===== src/rtl/dma_csr_pkg.sv =====
// Shared register map for the DMA CSR block: offsets, bit positions, decode helper.
package dma_csr_pkg;

  localparam int          CH_STRIDE     = 'h20;
  localparam int          OFF_W         = $clog2(CH_STRIDE);
  localparam int          IRQ_STAT_ADDR = 'h100;

  localparam logic [4:0]  OFF_CTRL = 5'h00;
  localparam logic [4:0]  OFF_SRC  = 5'h04;
  localparam logic [4:0]  OFF_DST  = 5'h08;
  localparam logic [4:0]  OFF_LEN  = 5'h0C;
  localparam logic [4:0]  OFF_STAT = 5'h10;

  localparam int          CTRL_EN_BIT    = 0;
  localparam int          CTRL_IE_BIT    = 1;
  localparam int          CTRL_START_BIT = 2;
  localparam int          STAT_BUSY_BIT  = 0;
  localparam int          STAT_DONE_BIT  = 1;

  localparam logic [31:0] UNMAPPED_RD = 32'hDEAD_BEEF;

  typedef enum logic [2:0] {
    REG_CTRL, REG_SRC, REG_DST, REG_LEN, REG_STAT, REG_NONE
  } reg_sel_e;

  function automatic reg_sel_e dec_off(input logic [4:0] off);
    case (off)
      OFF_CTRL: return REG_CTRL;
      OFF_SRC:  return REG_SRC;
      OFF_DST:  return REG_DST;
      OFF_LEN:  return REG_LEN;
      OFF_STAT: return REG_STAT;
      default:  return REG_NONE;
    endcase
  endfunction

endpackage


===== src/rtl/dma_csr_chan.sv =====
// One DMA channel: CTRL/SRC/DST/LEN/STATUS registers plus start-pulse and done capture.
module dma_csr_chan
  import dma_csr_pkg::*;
#(
  parameter int ADDR_W = 32,
  parameter int DATA_W = 32,
  parameter int LEN_W  = 16
) (
  input  logic              i_clk,
  input  logic              i_rst_n,
  input  logic [DATA_W-1:0] i_wdata,
  input  logic              i_wr_ctrl,
  input  logic              i_wr_src,
  input  logic              i_wr_dst,
  input  logic              i_wr_len,
  input  logic              i_wr_stat,
  input  logic              i_done,
  output logic [ADDR_W-1:0] o_src,
  output logic [ADDR_W-1:0] o_dst,
  output logic [LEN_W-1:0]  o_len,
  output logic              o_start,
  output logic              o_en,
  output logic              o_ie,
  output logic              o_busy,
  output logic              o_done,
  output logic              o_irq
);

  logic [ADDR_W-1:0] r_src, r_dst;
  logic [LEN_W-1:0]  r_len;
  logic              r_en, r_ie, r_busy, r_done, r_start;
  logic              w_start;
  logic              w_unused_wdata;

  // START qualifies on the EN value being written, not the old one
  assign w_start = i_wr_ctrl & i_wdata[CTRL_START_BIT] & i_wdata[CTRL_EN_BIT] & ~r_busy;
  assign w_unused_wdata = ^i_wdata;

  always_ff @(posedge i_clk or negedge i_rst_n) begin
    if (!i_rst_n) begin
      r_src   <= '0;
      r_dst   <= '0;
      r_len   <= '0;
      r_en    <= 1'b0;
      r_ie    <= 1'b0;
      r_busy  <= 1'b0;
      r_done  <= 1'b0;
      r_start <= 1'b0;
    end else begin
      r_start <= w_start;
      if (i_wr_ctrl) begin
        r_en <= i_wdata[CTRL_EN_BIT];
        r_ie <= i_wdata[CTRL_IE_BIT];
      end
      if (i_wr_src) r_src <= i_wdata[ADDR_W-1:0];
      if (i_wr_dst) r_dst <= i_wdata[ADDR_W-1:0];
      if (i_wr_len) r_len <= i_wdata[LEN_W-1:0];
      if (w_start)     r_busy <= 1'b1;
      else if (i_done) r_busy <= 1'b0;
      // a completion in the same cycle as the W1C wins so no event is lost
      if (i_done)                                      r_done <= 1'b1;
      else if (i_wr_stat && i_wdata[STAT_DONE_BIT])    r_done <= 1'b0;
    end
  end

  assign o_src   = r_src;
  assign o_dst   = r_dst;
  assign o_len   = r_len;
  assign o_start = r_start;
  assign o_en    = r_en;
  assign o_ie    = r_ie;
  assign o_busy  = r_busy;
  assign o_done  = r_done;
  assign o_irq   = r_done & r_ie;

endmodule


===== src/rtl/dma_csr_regs.sv =====
// DMA CSR block: bus decode, per-channel register array, read-data register and irq.
// Optional DMA_CSR_ERR_EN adds o_bus_err and a non-zero pattern for unmapped reads.
module dma_csr_regs
  import dma_csr_pkg::*;
#(
  parameter int NUM_CH = 4,
  parameter int ADDR_W = 32,
  parameter int DATA_W = 32,
  parameter int LEN_W  = 16
) (
  input  logic                          i_clk,
  input  logic                          i_rst_n,
  input  logic [ADDR_W-1:0]             i_addr,
  input  logic                          i_wr_en,
  input  logic                          i_rd_en,
  input  logic [DATA_W-1:0]             i_wdata,
  output logic [DATA_W-1:0]             o_rdata,
  output logic                          o_rvalid,
  output logic [NUM_CH-1:0][ADDR_W-1:0] o_ch_src,
  output logic [NUM_CH-1:0][ADDR_W-1:0] o_ch_dst,
  output logic [NUM_CH-1:0][LEN_W-1:0]  o_ch_len,
  output logic [NUM_CH-1:0]             o_ch_start,
  input  logic [NUM_CH-1:0]             i_ch_done,
  output logic                          o_irq
`ifdef DMA_CSR_ERR_EN
  , output logic                        o_bus_err
`endif
);

  logic [2:0]        w_ch;
  logic [4:0]        w_off;
  logic              w_ch_ok, w_irq_hit;
  reg_sel_e          w_reg;
  logic [NUM_CH-1:0] w_en, w_ie, w_busy, w_done, w_irq_stat, w_wr;
  logic [DATA_W-1:0] w_rdata;
  logic [DATA_W-1:0] r_rdata;
  logic              r_rvalid, r_irq;
  logic              w_unused_addr;

  assign w_ch          = i_addr[OFF_W+2:OFF_W];
  assign w_off         = {i_addr[OFF_W-1:2], 2'b00};
  assign w_ch_ok       = (i_addr[ADDR_W-1:OFF_W+3] == '0) && (int'(w_ch) < NUM_CH);
  assign w_irq_hit     = ({i_addr[ADDR_W-1:2], 2'b00} == ADDR_W'(IRQ_STAT_ADDR));
  assign w_reg         = w_ch_ok ? dec_off(w_off) : REG_NONE;
  assign w_unused_addr = ^i_addr[1:0];

  for (genvar c = 0; c < NUM_CH; c++) begin : g_ch
    assign w_wr[c] = i_wr_en & w_ch_ok & (int'(w_ch) == c);
    dma_csr_chan #(.ADDR_W(ADDR_W), .DATA_W(DATA_W), .LEN_W(LEN_W)) u_chan (
      .i_clk     (i_clk),
      .i_rst_n   (i_rst_n),
      .i_wdata   (i_wdata),
      .i_wr_ctrl (w_wr[c] & (w_reg == REG_CTRL)),
      .i_wr_src  (w_wr[c] & (w_reg == REG_SRC)),
      .i_wr_dst  (w_wr[c] & (w_reg == REG_DST)),
      .i_wr_len  (w_wr[c] & (w_reg == REG_LEN)),
      .i_wr_stat (w_wr[c] & (w_reg == REG_STAT)),
      .i_done    (i_ch_done[c]),
      .o_src     (o_ch_src[c]),
      .o_dst     (o_ch_dst[c]),
      .o_len     (o_ch_len[c]),
      .o_start   (o_ch_start[c]),
      .o_en      (w_en[c]),
      .o_ie      (w_ie[c]),
      .o_busy    (w_busy[c]),
      .o_done    (w_done[c]),
      .o_irq     (w_irq_stat[c])
    );
  end

`ifdef DMA_CSR_ERR_EN
  logic w_mapped;
  logic r_bus_err;
  assign w_mapped = w_irq_hit | (w_reg != REG_NONE);
`endif

  // read mux samples pre-write state, so a same-cycle write+read returns the old value
  always_comb begin
    w_rdata = '0;
    if (w_irq_hit) begin
      w_rdata[NUM_CH-1:0] = w_irq_stat;
    end else begin
      for (int c = 0; c < NUM_CH; c++) begin
        if (w_ch_ok && int'(w_ch) == c) begin
          case (w_reg)
            REG_CTRL: begin
              w_rdata[CTRL_EN_BIT] = w_en[c];
              w_rdata[CTRL_IE_BIT] = w_ie[c];
            end
            REG_SRC:  w_rdata[ADDR_W-1:0] = o_ch_src[c];
            REG_DST:  w_rdata[ADDR_W-1:0] = o_ch_dst[c];
            REG_LEN:  w_rdata[LEN_W-1:0]  = o_ch_len[c];
            REG_STAT: begin
              w_rdata[STAT_BUSY_BIT] = w_busy[c];
              w_rdata[STAT_DONE_BIT] = w_done[c];
            end
            default: ;
          endcase
        end
      end
    end
`ifdef DMA_CSR_ERR_EN
    if (!w_mapped) w_rdata = DATA_W'(UNMAPPED_RD);
`endif
  end

  always_ff @(posedge i_clk or negedge i_rst_n) begin
    if (!i_rst_n) begin
      r_rdata  <= '0;
      r_rvalid <= 1'b0;
      r_irq    <= 1'b0;
    end else begin
      r_rvalid <= i_rd_en;
      if (i_rd_en) r_rdata <= w_rdata;
      r_irq <= |w_irq_stat;
    end
  end

`ifdef DMA_CSR_ERR_EN
  always_ff @(posedge i_clk or negedge i_rst_n) begin
    if (!i_rst_n) r_bus_err <= 1'b0;
    else          r_bus_err <= (i_rd_en | i_wr_en) & ~w_mapped;
  end
  assign o_bus_err = r_bus_err;
`endif

  assign o_rdata  = r_rdata;
  assign o_rvalid = r_rvalid;
  assign o_irq    = r_irq;

endmodule


===== config.mk =====
export PLATFORM = sky130hd
export DESIGN_NAME = dma_csr_regs
export DESIGN_NICKNAME = d
export VERILOG_FILES = /design/src/rtl/dma_csr_pkg.sv /design/src/rtl/dma_csr_chan.sv /design/src/rtl/dma_csr_regs.sv
export SDC_FILE = /design/constraint.sdc
export NUM_CORES = 1
export LEC_CHECK = 0
export CAP_MARGIN = 20
export CORE_MARGIN = 2
export CORE_UTILIZATION = 45
export CTS_CLUSTER_DIAMETER = 80
export DETAILED_ROUTE_END_ITERATION = 8
export GPL_TIMING_DRIVEN = 0
export PLACE_DENSITY = 0.73
export SYNTH_ARGS = -nofsm -noshare
export SYNTH_HDL_FRONTEND = slang
export SYNTH_HIERARCHICAL = 1
export SYNTH_SLANG_ARGS = --single-unit

===== constraint.sdc =====
create_clock -name i_clk -period 1.6 [get_ports i_clk]
set_input_delay 0.32 -clock i_clk [delete_from_list [all_inputs] [get_ports i_clk]]
set_output_delay 0.32 -clock i_clk [all_outputs]
set_load 0.05 [all_outputs]

==> results of run 1 <==
==> synthesized netlist by cell type (3+ instances only) <==
| cell | number | area (um^2) |
|---|---|---|
| nand4_1 | 6 | 37.5 |
| a21oi_1 | 11 | 55.1 |
| a221o_1 | 4 | 40.0 |
| nand2_1 | 28 | 105 |
| and3_1 | 23 | 144 |
| dfrtp_1 | 374 | 9360 |
| a222oi_1 | 23 | 230 |
| clkbuf_1 | 37 | 139 |
| or2_1 | 17 | 106 |
| a22oi_1 | 35 | 263 |
| a31oi_1 | 7 | 43.8 |
| nor4_1 | 4 | 25.0 |
| mux2i_1 | 5 | 50.1 |
| nand3_1 | 75 | 375 |
| a221oi_1 | 21 | 184 |
| nor3_1 | 6 | 30.0 |
| a22o_1 | 28 | 245 |
| o221a_2 | 4 | 45.0 |
| nor2b_1 | 7 | 43.8 |
| o21ai_0 | 20 | 100 |
| a31o_2 | 3 | 26.3 |
| and4_1 | 6 | 52.6 |
| a2111oi_0 | 9 | 78.8 |
| buf_6 | 12 | 135 |
| nor2_1 | 29 | 109 |
| a311oi_1 | 8 | 70.1 |
| nor4_4 | 5 | 106 |
| a21o_1 | 12 | 90.1 |
| and4b_1 | 15 | 150 |
| mux2_2 | 54 | 608 |
| buf_2 | 29 | 145 |
| buf_12 | 28 | 561 |
| o22ai_1 | 12 | 75.1 |
| o2bb2ai_1 | 9 | 78.8 |
| o21ai_1 | 18 | 90.1 |
| a32oi_1 | 4 | 35.0 |
| mux2_4 | 280 | 4200 |
| inv_1 | 16 | 60.1 |
| and2_1 | 7 | 43.8 |
| o211ai_1 | 7 | 52.6 |
==> state kept, by name, indices dropped and copies added, names as in the netlist <==
| name | cells |
|---|---|
| g_ch.u_chan/o_ie | 4 |
| o_rvalid | 1 |
| g_ch.u_chan/o_len | 64 |
| g_ch.u_chan/o_src | 128 |
| o_irq | 1 |
| g_ch.u_chan/o_dst | 128 |
| g_ch.u_chan/o_busy | 4 |
| o_rdata | 32 |
| g_ch.u_chan/o_en | 4 |
| g_ch.u_chan/o_start | 4 |
| g_ch.u_chan/o_done | 4 |
==> critical path, cell delays in order <==
cell and delay, ns:
clkdlybuf4s50_1 0.55, buf_2 0.32, nor2b_1 0.37, nand4_1 0.26, buf_6 0.25, nor2_1 0.15
buf_6 0.17, buf_12 0.18, mux2_4 0.31
==> worst paths after layout <==
kind / endpoint / slack [ns]
setup / recovery: g_ch[2].u_chan/o_len[7] / -0.87
hold / removal: g_ch[1].u_chan/o_dst[5] / -0.28
setup reg to reg: o_rdata[1] / -0.06
hold reg to reg: g_ch[1].u_chan/o_start / 0.47
max in group asynchronous: g_ch[3].u_chan/o_dst[22] / 0.58
min in group i_clk: o_rvalid / 0.39
==> metal layers <==
metal | wire, um | GRT usage [%] | vias to the layer above
li1 | - | - | 6213
met1 | 30600 | 45.2 | 7802
met2 | 34100 | 50.6 | 980
met3 | 6730 | 7.53 | 283
met4 | 5010 | 16.5 | 0
met5 | 0 | 0 | -
==> report_power, final <==
group          switching [mW]  total [mW]  internal (mW)
logic                   0.585       0.848          0.263
registers            0.000584        9.46           9.46
clock network            3.93        9.66           5.73
==> stage by stage <==
| stage | util [%] | std cells | hold WS, ns |
|---|---|---|---|
| finish | 67.6 | 2479 | -0.283 |
| global route | 67.6 | 2479 | -0.238 |
| CTS | 65.3 | 2436 | -0.277 |
| detailed placement | 58.5 | 2291 | 0.313 |
| global placement | 58.3 | 2288 | 0.465 |
| floorplan | - | 1330 | 0.0244 |
==> what timing repair did <==
action / CTS / global route
setup endpoints to repair: 730 / 730
gates resized for setup: 195 / 113
pin swaps: 27 / 28
endpoints found under the hold margin: 71 / 71
setup buffers: 65 / 36
cloned: 13 / 14
==> final cells by class <==
type | count | area, um^2 | share of cell area [%]
Antenna cell | 1 | 2.50 | 0.00904
Clock inverter | 10 | 129 | 0.466
Clock buffer | 60 | 1220 | 4.40
Inverter | 16 | 60.1 | 0.217
Timing Repair Buffer | 553 | 5990 | 21.6
Tap cell | 532 | 666 | 2.40
Multi-Input combinational cell | 830 | 8840 | 31.9
Buffer | 103 | 1430 | 5.15
Sequential cell | 374 | 9360 | 33.8
==> cells by family after synthesis <==
kind of cell | after synthesis | synth area share [%]
simple gates | 247 | 8.02
buf+inv | 126 | 5.69
mux | 339 | 26.1
compound gates | 243 | 10.0
xor+xnor | 1 | 0.0469
flops | 374 | 50.1
==> metrics.yaml, run 1 <==
max_cap_viol_count: 0
antenna_found_initial: 1
syn_inst: 1330
cts.clk_slew.worst_paths_ns: 0.05
hpwl_um: 48700
worstPathArrival_ns: 2.91
ys.flop_type: "dfrtp_1"
layout_commonest_cell: "clkdlybuf4s50_1"
drc: 0
setup_viol: 730
dp_slack_ns: -2.30
numClockSinks: 374
min_period_ns: 2.47
dieArea_mm2: 0.0431
insertion_delay_ns: 0.57
finalCritPeriodShare_pct: 155
die_w_um: 208
hold_ws_ns: -0.283
worstMarginPinSlew_ns: 0.971
ys_seq_area_share_pct: 50.1
grt_remaining_overflow: 0
crit_required_ns: 2.03
num_io_pins: 430
cts_root_buf: "clkbuf_16"
max-vdd-ir-drop_mv: 0.553
async_reset_ff_share_pct: 100
fin_area_mm2: 0.0277
grt_pass1_vias: 15204
static-leakage-power_nw: 12.1
rsz0062_at_grt: "yes"
synth_edf_count: 0
layout_common_cells: "399 x clkdlybuf4s50_1, 374 x dfrtp_1, 306 x mux2_4"
r2r-start: "g_ch[3].u_chan/o_len[1]"
cts_tree: "yes"
min_path_type: "input pin to asynchronous set/reset pin"
h-tree-depth: 2
wl_um: 76500
initial_utilization_pct: 45.6
ys_warn_count: 6
grt_pass1_wl_um: 106000
critical_path_class: "input pin to flip-flop"
placed_cell_area_mm2: 0.0240
numCtsBuffers: 41
dieHeight_um: 208
status: "complete, but fails checks"
startpoint_type: "input pin"
setup_ws_ns: -0.875
maxSlewViolCount: 0
synth_area_mm2: 0.0187
total_power_mw: 20.0
syn_nets: 1402
nets: 1991
worstPathMaxFanout: 10
gp_congestion: 0.911
fin_skew_ns: 0.0172
drt-initial-drc-count: 1697
fmax_mhz: 404
startpoint: "i_addr[6]"
finalHoldViolations: 71
slew_headroom_pct: 35.1
failed_checks: "hold timing, setup timing"
cts_buffer_depth: 3
powerDensity_mw_per_mm2: 721
syn-mean-instance-area_um2: 14.0
yosysUniqueCellTypes: 65
drive_above_1_share_pct: 36.6
wl_per_cell_um: 30.9
portBuffers: 426
row_count: 74
ant_nets: 0
first_pass_iters: 6
grtUsageTotal_pct: 33.3
r2r_cells: 6
vias: 15278
synth-seq-cells: 374
tns_ns: -430.57
syn_to_final_growth_pct: 48.3
core_mm2: 0.0409
grt_max_degree: 119
routed_via_density: 6.16
n_fill_cell: 2853
cp-end-kind: "flip-flop"
No activity file was read; power rests on OpenSTA's default activity.
==> inputs of run 2 (changes only) <==
--- a/config.mk
+++ b/config.mk
@@ -8,7 +8,7 @@
 export CAP_MARGIN = 20
 export CORE_MARGIN = 2
 export CORE_UTILIZATION = 45
-export CTS_CLUSTER_DIAMETER = 80
+export CTS_CLUSTER_DIAMETER = 60
 export DETAILED_ROUTE_END_ITERATION = 8
 export GPL_TIMING_DRIVEN = 0
 export PLACE_DENSITY = 0.73
==> run 2 against run 1 <==
- the flow still finishes with violations (hold timing, setup timing)
- sequential cell count unchanged
- worst setup slack improved by 0.11 ns
- first-iteration DRC count increased by 2.8%
- routed wire length increased by 4.7%
- fmax increased by 4.6%
- core utilization decreased by 0.37 points
- final cell count increased by 2.1%
- hold slack got worse by 0.023 ns
- non-clock buffer count increased by 49
==> metrics.yaml, run 2 (synthesis results as in run 1) <==
busiest_layer: "met2"
reg2reg_slack_ns: -0.16  # -0.10 ns
layout_common_cells: "368 x dfrtp_1, 322 x mux2_4, 255 x buf_2"
min_period_ns: 2.37  # -0.108 ns
critPathSlowestCell: "or4_4"
ant_nets: 0  # unchanged
fmax_mhz: 423  # +4.6%
row_count: 74  # unchanged
cts_root_buf: "clkbuf_16"
first_pass_iters: 9  # +3
dieArea_mm2: 0.0431  # unchanged
numClockSinks: 374  # unchanged
setup_ws_ns: -0.766  # +0.108 ns
cpMostUsedCell: "buf_6"
powerDensity_mw_per_mm2: 751  # +4.1%
wl_um: 80100  # +4.7%
initial_utilization_pct: 45.6  # unchanged
core_mm2: 0.0409  # unchanged
numCtsBuffers: 41  # unchanged
static-leakage-power_nw: 13.3  # +9.9%
nets: 2040  # +2.5%
r2r_cells: 6  # unchanged
worstPathMaxFanout: 5  # -5
max_stage_delay_ns: 0.57  # +0.02 ns
fin_skew_ns: 0.0145  # -0.00262 ns
vias: 15766  # +3.2%
maxSlewViolCount: 0  # unchanged
cp-end-kind: "flip-flop"
hold_ws_ns: -0.306  # -0.0229 ns
critical_path_class: "input pin to flip-flop"
setup_viol: 378  # -48%
status: "complete, but fails checks"
use_met2_pct: 54.7  # +4.1 points
num_io_pins: 430  # unchanged
grt_pass1_vias: 16125  # +6.1%
grt_util_met1_pct: 47.2  # +2.0 points
drive_above_1_share_pct: 59.0  # +22 points
antennaDiodeCount: 0  # -1
syn_to_final_growth_pct: 47.5
insertion_delay_ns: 0.57  # about the same
grtUsageMet3_pct: 9.26  # +1.7 points
max_cap_viol_count: 0  # unchanged
finalHoldViolations: 71  # unchanged
antenna_found_initial: 0  # -1
dieHeight_um: 208  # unchanged
layout_commonest_cell: "dfrtp_1"
die_w_um: 208  # unchanged
r2r-start: "g_ch[3].u_chan/o_len[1]"
cts.clk_slew.worst_paths_ns: 0.05  # about the same
grt_remaining_overflow: 0  # unchanged
routed_via_density: 6.23  # +1.1%
grt_max_degree: 119  # unchanged
portBuffers: 426  # unchanged
worstPathArrival_ns: 2.82  # -0.09 ns
worstMarginPinSlew_ns: 1.12  # +0.146 ns
rr_endpoint: "o_rdata[1]"
finalCritPeriodShare_pct: 148  # -6.8 points
wl_per_cell_um: 31.7  # +2.6%
h-tree-depth: 2  # unchanged
cts_tree: "yes"
gp_congestion: 0.911  # unchanged
grt_pass1_wl_um: 114000  # +7.7%
rsz0062_at_grt: "yes"
drc: 0  # unchanged
tns_ns: -233.80  # +196.78 ns
cts_buffer_depth: 3  # unchanged
crit_required_ns: 2.05  # +0.02 ns
failed_checks: "hold timing, setup timing"
startpoint_type: "input pin"
drt-initial-drc-count: 1745  # +2.8%
max-vdd-ir-drop_mv: 0.576  # +4.1%
slew_headroom_pct: 25.3  # -9.8 points
worstPathCellList: "buf_6 > or4_4 > or2_1 > buf_6 > nor3_4 > buf_6 > buf_6 > nand3_4 > nor2_2 > buf_6 > buf_6 > buf_12 > mux2_4"
min_path_type: "input pin to asynchronous set/reset pin"
grtUsageTotal_pct: 36.0  # +2.7 points
hpwl_um: 48700  # unchanged
-- run 2: cell count changes in the layout (fill, tap and decap cells not counted), moves of 16 or more --
cell             before  now
clkdlybuf4s50_1     399   40
buf_2                 5  255
clkbuf_4             10   66
buf_4                77  119
buf_12               58   84
buf_6                32   58
mux2_2               28   12
mux2_4              306  322
-- run 2: power breakdown --
group / internal (mW) / switching, mW
logic: 0.261 / 0.597
registers: 9.46 / 0.000570
clock network: 6.29 / 4.07
total: 16.0 / 4.67
-- run 2: routing by layer --
metal	routed length (um)	share of wire, %	vias to the layer above
li1	-	-	6331
met1	31100	39	8045
met2	35600	44	1071
met3	7930	9.9	317
met4	5370	6.7	2
met5	55	0.069	-
-- run 2: final cells by class --
type                       count  area (um^2)
buffer                        99         1510
clock buffer                  57         1220
clock inverter                16          241
fill                        2856        13400
inverter                      16         60.1
multi-input combinational    830         9190
sequential                   374         9370
tap                          532          666
timing repair buffer         606         5280
-- run 2: critical path: cells and delay by family --
family	cells	cell delay, ns
buffers and inverters	7	0.90
muxes	1	0.30
and+or+nand+nor	5	1.28
-- run 2: worst max-delay path by stage --
stage                                          to  slack [ns]  startpoint
after floorplan           g_ch[1].u_chan/o_src[0]       -1.01  i_addr[18]
after global placement                o_rdata[26]      -15.95     i_rst_n
after detailed placement  g_ch[1].u_chan/o_len[5]       -2.30  i_addr[31]
after CTS                 g_ch[1].u_chan/o_src[9]       -0.72  i_addr[15]
after global routing      g_ch[3].u_chan/o_src[7]       -0.77  i_addr[24]
final                     g_ch[3].u_chan/o_len[7]       -0.77  i_addr[14]
-- run 2: through the flow --
step / cells / worst slack, ns / utilization, % / instance area (um^2) / power (mW)
CTS: 2519 / -0.718 / 66.1 / 27100 / 20.7
global route: 2530 / -0.771 / 67.3 / 27500 / 21.2
finish: 2530 / -0.766 / 67.3 / 27500 / 20.7
detailed placement: 2291 / -2.30 / 58.5 / 24000 / 10.4
floorplan: 1330 / -1.01 / - / 18900 / 9.80
global placement: 2288 / -15.95 / 58.3 / 23900 / 10.4
-- run 2: timing repair --
item | CTS | global route
resized for setup | 2191 | 192
cloned | 35 | 5
setup endpoints to repair | 730 | 442
setup buffers | 125 | 33
pin swaps | 65 | 75
endpoints found under the hold margin | 71 | 71
==> inputs of run 3 (changes only) <==
--- a/config.mk
+++ b/config.mk
@@ -7,11 +7,10 @@
 export LEC_CHECK = 0
 export CAP_MARGIN = 20
 export CORE_MARGIN = 2
-export CORE_UTILIZATION = 45
+export CORE_UTILIZATION = 33
 export CTS_CLUSTER_DIAMETER = 60
 export DETAILED_ROUTE_END_ITERATION = 8
 export GPL_TIMING_DRIVEN = 0
-export PLACE_DENSITY = 0.73
 export SYNTH_ARGS = -nofsm -noshare
 export SYNTH_HDL_FRONTEND = slang
 export SYNTH_HIERARCHICAL = 1
==> run 3 against run 2 <==
- the flow still finishes with violations (hold timing, setup timing)
- cell area rose by 4.6%
- global-route usage fell by 8.9 points
- sequential power barely moved
- die area rose by 36%
- first-iteration DRC count fell by 11%
- sequential cell count did not move
- fmax rose by 0.88%
- clock skew fell by 0.0056 ns
- critical endpoint is now g_ch[1].u_chan/o_len[7]
==> metrics.yaml, run 3 (synthesis results as in run 1) <==
min_path_type: "input pin to asynchronous set/reset pin"
setup_ws_ns: -0.746  # +0.0205 ns
finalHoldViolations: 67  # -5.6%
startpoint_type: "input pin"
utilization_pct: 51.3  # -16 points
row_count: 87  # +18%
dieHeight_um: 242  # +16%
numClockSinks: 374  # unchanged
syn_to_final_growth_pct: 54.3
place_inst: 2515  # +9.8%
failed_checks: "hold timing, setup timing"
r2r-start: "g_ch[3].u_chan/o_len[1]"
dp_slack_ns: -2.44  # -0.135 ns
grtUsageTotal_pct: 27.1  # -8.9 points
grt_util_met1_pct: 36.7  # -11 points
max-vdd-ir-drop_mv: 0.608  # +5.7%
h-tree-depth: 2  # unchanged
worstPathMaxFanout: 5  # unchanged
crit_required_ns: 2.05  # about the same
fin_area_mm2: 0.0288  # +4.6%
min_period_ns: 2.35  # -0.0205 ns
cp-endpoint: "g_ch[1].u_chan/o_len[7]"
drt-initial-drc-count: 1547  # -11%
gp_congestion: 0.904  # -0.82%
ant_nets: 0  # unchanged
status: "complete, but fails checks"
critical_path_class: "input pin to flip-flop"
hpwl_um: 53300  # +9.4%
nets: 2024  # -0.78%
rsz0062_at_grt: "yes"
grt_remaining_overflow: 0  # unchanged
grt_pass1_vias: 15490  # -3.9%
reg2reg_slack_ns: -0.08  # +0.08 ns
stdcell_count: 2745  # +8.5%
setup_viol: 724  # +92%
grt_pass1_wl_um: 115000  # +0.82%
use_met2_pct: 43.0  # -12 points
rr_endpoint: "o_rdata[1]"
layout_commonest_cell: "clkdlybuf4s50_1"
antenna_found_initial: 0  # unchanged
finalCritPeriodShare_pct: 147  # -1.3 points
cts.clk_slew.worst_paths_ns: 0.06  # about the same
register_area_mm2: 0.00936  # about the same
r2r_cells: 6  # unchanged
insertion_delay_ns: 0.57  # about the same
wl_um: 82400  # +2.9%
wl_per_cell_um: 30.0  # -5.2%
cp-end-kind: "flip-flop"
fin_skew_ns: 0.00895  # -0.00559 ns
hold_ws_ns: -0.318  # -0.0119 ns
core_mm2: 0.0562  # +37%
multi_input_area_mm2: 0.00887  # -3.5%
maxSlewViolCount: 0  # unchanged
initial_utilization_pct: 33.2  # -12 points
grtUsageMet3_pct: 4.54  # -4.7 points
drc: 0  # unchanged
cts_tree: "yes"
first_pass_iters: 7  # -2
n_fill_cell: 4735  # +66%
dieArea_mm2: 0.0585  # +36%
total_power_mw: 20.6  # -0.51%
drive_above_1_share_pct: 39.0  # -20 points
fmax_mhz: 426  # +0.88%
cts_buffer_depth: 3  # unchanged
static-leakage-power_nw: 12.4  # -6.8%
routed_via_density: 5.54  # -11%
die_w_um: 242  # +16%
vias: 15212  # -3.5%
busiest_layer: "met2"
slew_headroom_pct: 30.1  # +4.8 points
grt_max_degree: 117  # -1.7%
max_cap_viol_count: 0  # unchanged
num_io_pins: 430  # unchanged
powerDensity_mw_per_mm2: 714  # -4.9%
cts_root_buf: "clkbuf_16"
placed_cell_area_mm2: 0.0242  # +1.2%
worstMarginPinSlew_ns: 1.05  # -0.0716 ns
layout_common_cells: "391 x clkdlybuf4s50_1, 372 x dfrtp_1, 307 x mux2_4"
startpoint: "i_addr[14]"
portBuffers: 426  # unchanged
worstPathArrival_ns: 2.80  # -0.02 ns
tns_ns: -404.99  # -171.20 ns
numCtsBuffers: 43  # +4.9%
==> run 3: cell count changes in the layout (fill, tap and decap cells not counted), moves of 7 or more <==
cell,delta
mux2_2,+15
clkdlybuf4s50_1,+351
o21ai_2,-7
buf_12,-8
a221oi_1,+7
buf_4,-44
buf_6,-11
mux2_4,-15
buf_2,-249
clkbuf_4,-58
o21ai_0,+8
==> run 3: critical path: stages <==
cell	delay [ns]
buf_6	0.09
or4_4	0.58
or2_1	0.26
buf_6	0.14
buf_6	0.13
nor4_4	0.33
and3_4	0.25
buf_12	0.13
buf_6	0.11
buf_12	0.13
mux2_4	0.30
==> run 3: final cells by class <==
type                            count  share of cell area (%)
Antenna cell                        2                  0.0174
Buffer                            103                    5.46
Clock buffer                       62                    4.44
Clock inverter                     18                   0.652
Inverter                           16                   0.209
Multi-Input combinational cell    830                    30.8
Sequential cell                   374                    32.5
Tap cell                          756                    3.28
Timing Repair Buffer              584                    22.6
==> run 3: power by group <==
part           total (mW)  switching [mW]  internal [mW]
Sequential           9.46        0.000560           9.46
Combinational       0.848           0.584          0.263
Clock                10.3            4.21           6.06
==> run 3: worst min-delay path by stage <==
| stage | start | to | slack, ns | cells past startpoint |
|---|---|---|---|---|
| after floorplan | i_rst_n | g_ch[0].u_chan/o_busy | 0.02 | 0 |
| after global placement | g_ch[1].u_chan/o_done | g_ch[1].u_chan/o_done | 0.48 | 1 |
| after detailed placement | i_rst_n | g_ch[3].u_chan/o_dst[26] | 0.32 | 1 |
| after CTS | i_rst_n | g_ch[3].u_chan/o_dst[26] | -0.30 | 1 |
| after global routing | i_rst_n | g_ch[3].u_chan/o_dst[26] | -0.28 | 1 |
| final | i_rst_n | g_ch[3].u_chan/o_dst[26] | -0.32 | 1 |
==> run 3: routing by layer <==
layer | vias to the layer above | wire length, um | share of wire (%)
li1 | 6323 | - | -
met4 | 0 | 3810 | 4.6
met2 | 788 | 38200 | 46
met1 | 7909 | 35000 | 43
met3 | 192 | 5330 | 6.5
met5 | - | 0 | 0
==> run 3: timing repair <==
action | 4_1_cts | 5_1_grt
setup endpoints to repair | 730 | 729
buffers inserted | 97 | 33
pin swaps | 64 | 42
hold endpoints to repair | 67 | 67
resized for setup | 324 | 115
gates cloned | 24 | 13
==> variant, RTL diff (settings of run 2) <==
Remove the register `r_rvalid`: a continuous assignment takes its place, so the output `o_rvalid` follows one clock earlier.
--- a/src/rtl/dma_csr_regs.sv
+++ b/src/rtl/dma_csr_regs.sv
@@ -108,12 +108,12 @@
     if (!i_rst_n) begin
       r_rdata  <= '0;
-      r_rvalid <= 1'b0;
       r_irq    <= 1'b0;
     end else begin
-      r_rvalid <= i_rd_en;
       if (i_rd_en) r_rdata <= w_rdata;
       r_irq <= |w_irq_stat;
     end
   end
+
+  assign r_rvalid = i_rd_en;
 
 `ifdef DMA_CSR_ERR_EN
Check against the original RTL: not equivalent (Yosys sat finds a counterexample within 4 cycles, from zero or initial values and one cycle with i_rst_n low).
==> variant against run 2 <==
- the run still ends with negative hold slack, negative setup slack left
- critical path type unchanged
- worst setup slack improved by 0.053 ns
- routed wire length fell by 3.1%
- power fell by 0.39%
- area after synthesis barely moved
- design area rose by 3.3%
- global-route usage fell by 1.3 points
- fmax rose by 2.3%
- via count fell by 1.8%
- sequential cell count fell by 1
- highest routed layer is now met4
==> variant: results (changes against run 2) <==
outcome = finished, violations left (unchanged)
failing checks = negative hold slack, negative setup slack (unchanged)
signal buffers share of area = 0.278 (was 0.247)
register bit total from synthesis = 373 (was 374)
DR top layer = met4 (was met5)
max incr delay on CP = 0.59 ns (was 0.57 ns)
final setup vio count = 723 (was 378)
CP Data Arrival Time = 2.76 ns (was 2.82 ns)
GRT met2 Usage = 0.532 (was 0.547)
vias in the first global route = 15800 (was 16100)
Multi-input gate area = 8980 sq um (was 9190 sq um)
Hold Violations, Final = 95 (was 71)
met3 Use GR = 0.0767 (was 0.0926)
GPL Wtd Cong = 0.891 (was 0.911)
largest net degree at the start of global routing = 98 (was 119)
hold slack = -0.240 ns (was -0.306 ns)
antenna violations before repair = 2 (was 0)
reg-to-reg startpoint = g_ch[3].u_chan/o_len[0] (was g_ch[3].u_chan/o_len[1])
Buffers excl. clock = 689 (was 705)
DIE WIDTH = 208 um (about the same)
Post-CTS Setup Inserts = 109 (was 125)
setup ws final = -0.713 ns (was -0.766 ns)
setup_tns = -399.98 ns (was -233.80 ns)
final setup skew = 0.0157 ns (was 0.0145 ns)
Via density = 6.15 (was 6.23)
wire length per cell = 30.8 um (was 31.7 um)
wire length on met2 = 35300 um (was 35600 um)
worst-path fanout max = 6 (was 5)
Peak VDD IR = 806 uV (was 576 uV)
first-pass GRT wire length = 110000 um (was 114000 um)
cell area after placement = 23900 sq um (was 24000 sq um)
met1 Track Usage GR = 0.462 (was 0.472)
fillcell total = 2722 (was 2856)
Vias = 15500 (was 15800)
CP startpoint = i_addr[18] (was i_addr[14])
worst slack at placement = -2.38 ns (was -2.30 ns)
post-cts sizing count = 332 (was 2191)
initial DRC count = 1461 (was 1745)
Tot GR Track Use = 0.348 (was 0.360)
Area contributors post-synth = dfrtp_1 (50%), mux2_4 (23%), mux2_2 (3.3%), buf_12 (3.0%), nand3_1 (2.0%) (unchanged)
share of layout cells above drive strength 1 = 0.391 (was 0.590)
# port buffers = 425 (was 426)
Worst Tran Pin Value = 0.959 ns (was 1.12 ns)
Nets = 2024 (was 2040)
Seq/total area = 0.328 (was 0.340)
Num CTS Buffers = 42 (was 41)
top post-synthesis cells by count = dfrtp_1 (373), mux2_4 (280), nand3_1 (75) (was dfrtp_1 (374), mux2_4 (280), nand3_1 (75))
r2r setup slk = -0.04 ns (was -0.16 ns)
LEAKAGE = 0.0123 uW (was 0.0133 uW)
# clk buffers = 60 (was 57)
Critical R2R Capture = o_rdata[0] (was o_rdata[1])
met3 routed WL = 6970 um (was 7930 um)
Worst setup endpoint = g_ch[3].u_chan/o_dst[22] (was g_ch[3].u_chan/o_len[7])
variant: cell count changes in the layout (fill, tap and decap cells not counted), sizes merged:
cell | before | now
buf | 546 | 245
bufbuf | 2 | 1
bufinv | 6 | 4
clkbuf | 155 | 95
clkdlybuf4s15 | 4 | 9
clkdlybuf4s50 | 40 | 389
clkinv | 8 | 11
clkinvlp | 0 | 1
dfrtp | 374 | 373
diode | 0 | 1
dlygate4sd2 | 15 | 10
variant: kinds of logic after synthesis:
group / share of synthesized area
AOI/OAI and AO/OA: 0.101
xor gates and xnor gates: 0.000470
buffers and inverters: 0.0574
DFF: 0.501
muxes: 0.261
and+or+nand+nor: 0.0803
variant: report_power, final:
part	switching [uW]	total, uW	leakage [uW]	internal [uW]
Sequential	0.000103	9430	0.00519	9430
Clock	4110	10300	0.000736	6210
Combinational	584	844	0.00638	261
variant: worst max-delay path: cells and delay by family:
family                 cells  cell delay (ns)
AND/OR/NAND/NOR            5             1.33
buffers and inverters      6             0.80
multiplexers               1             0.30
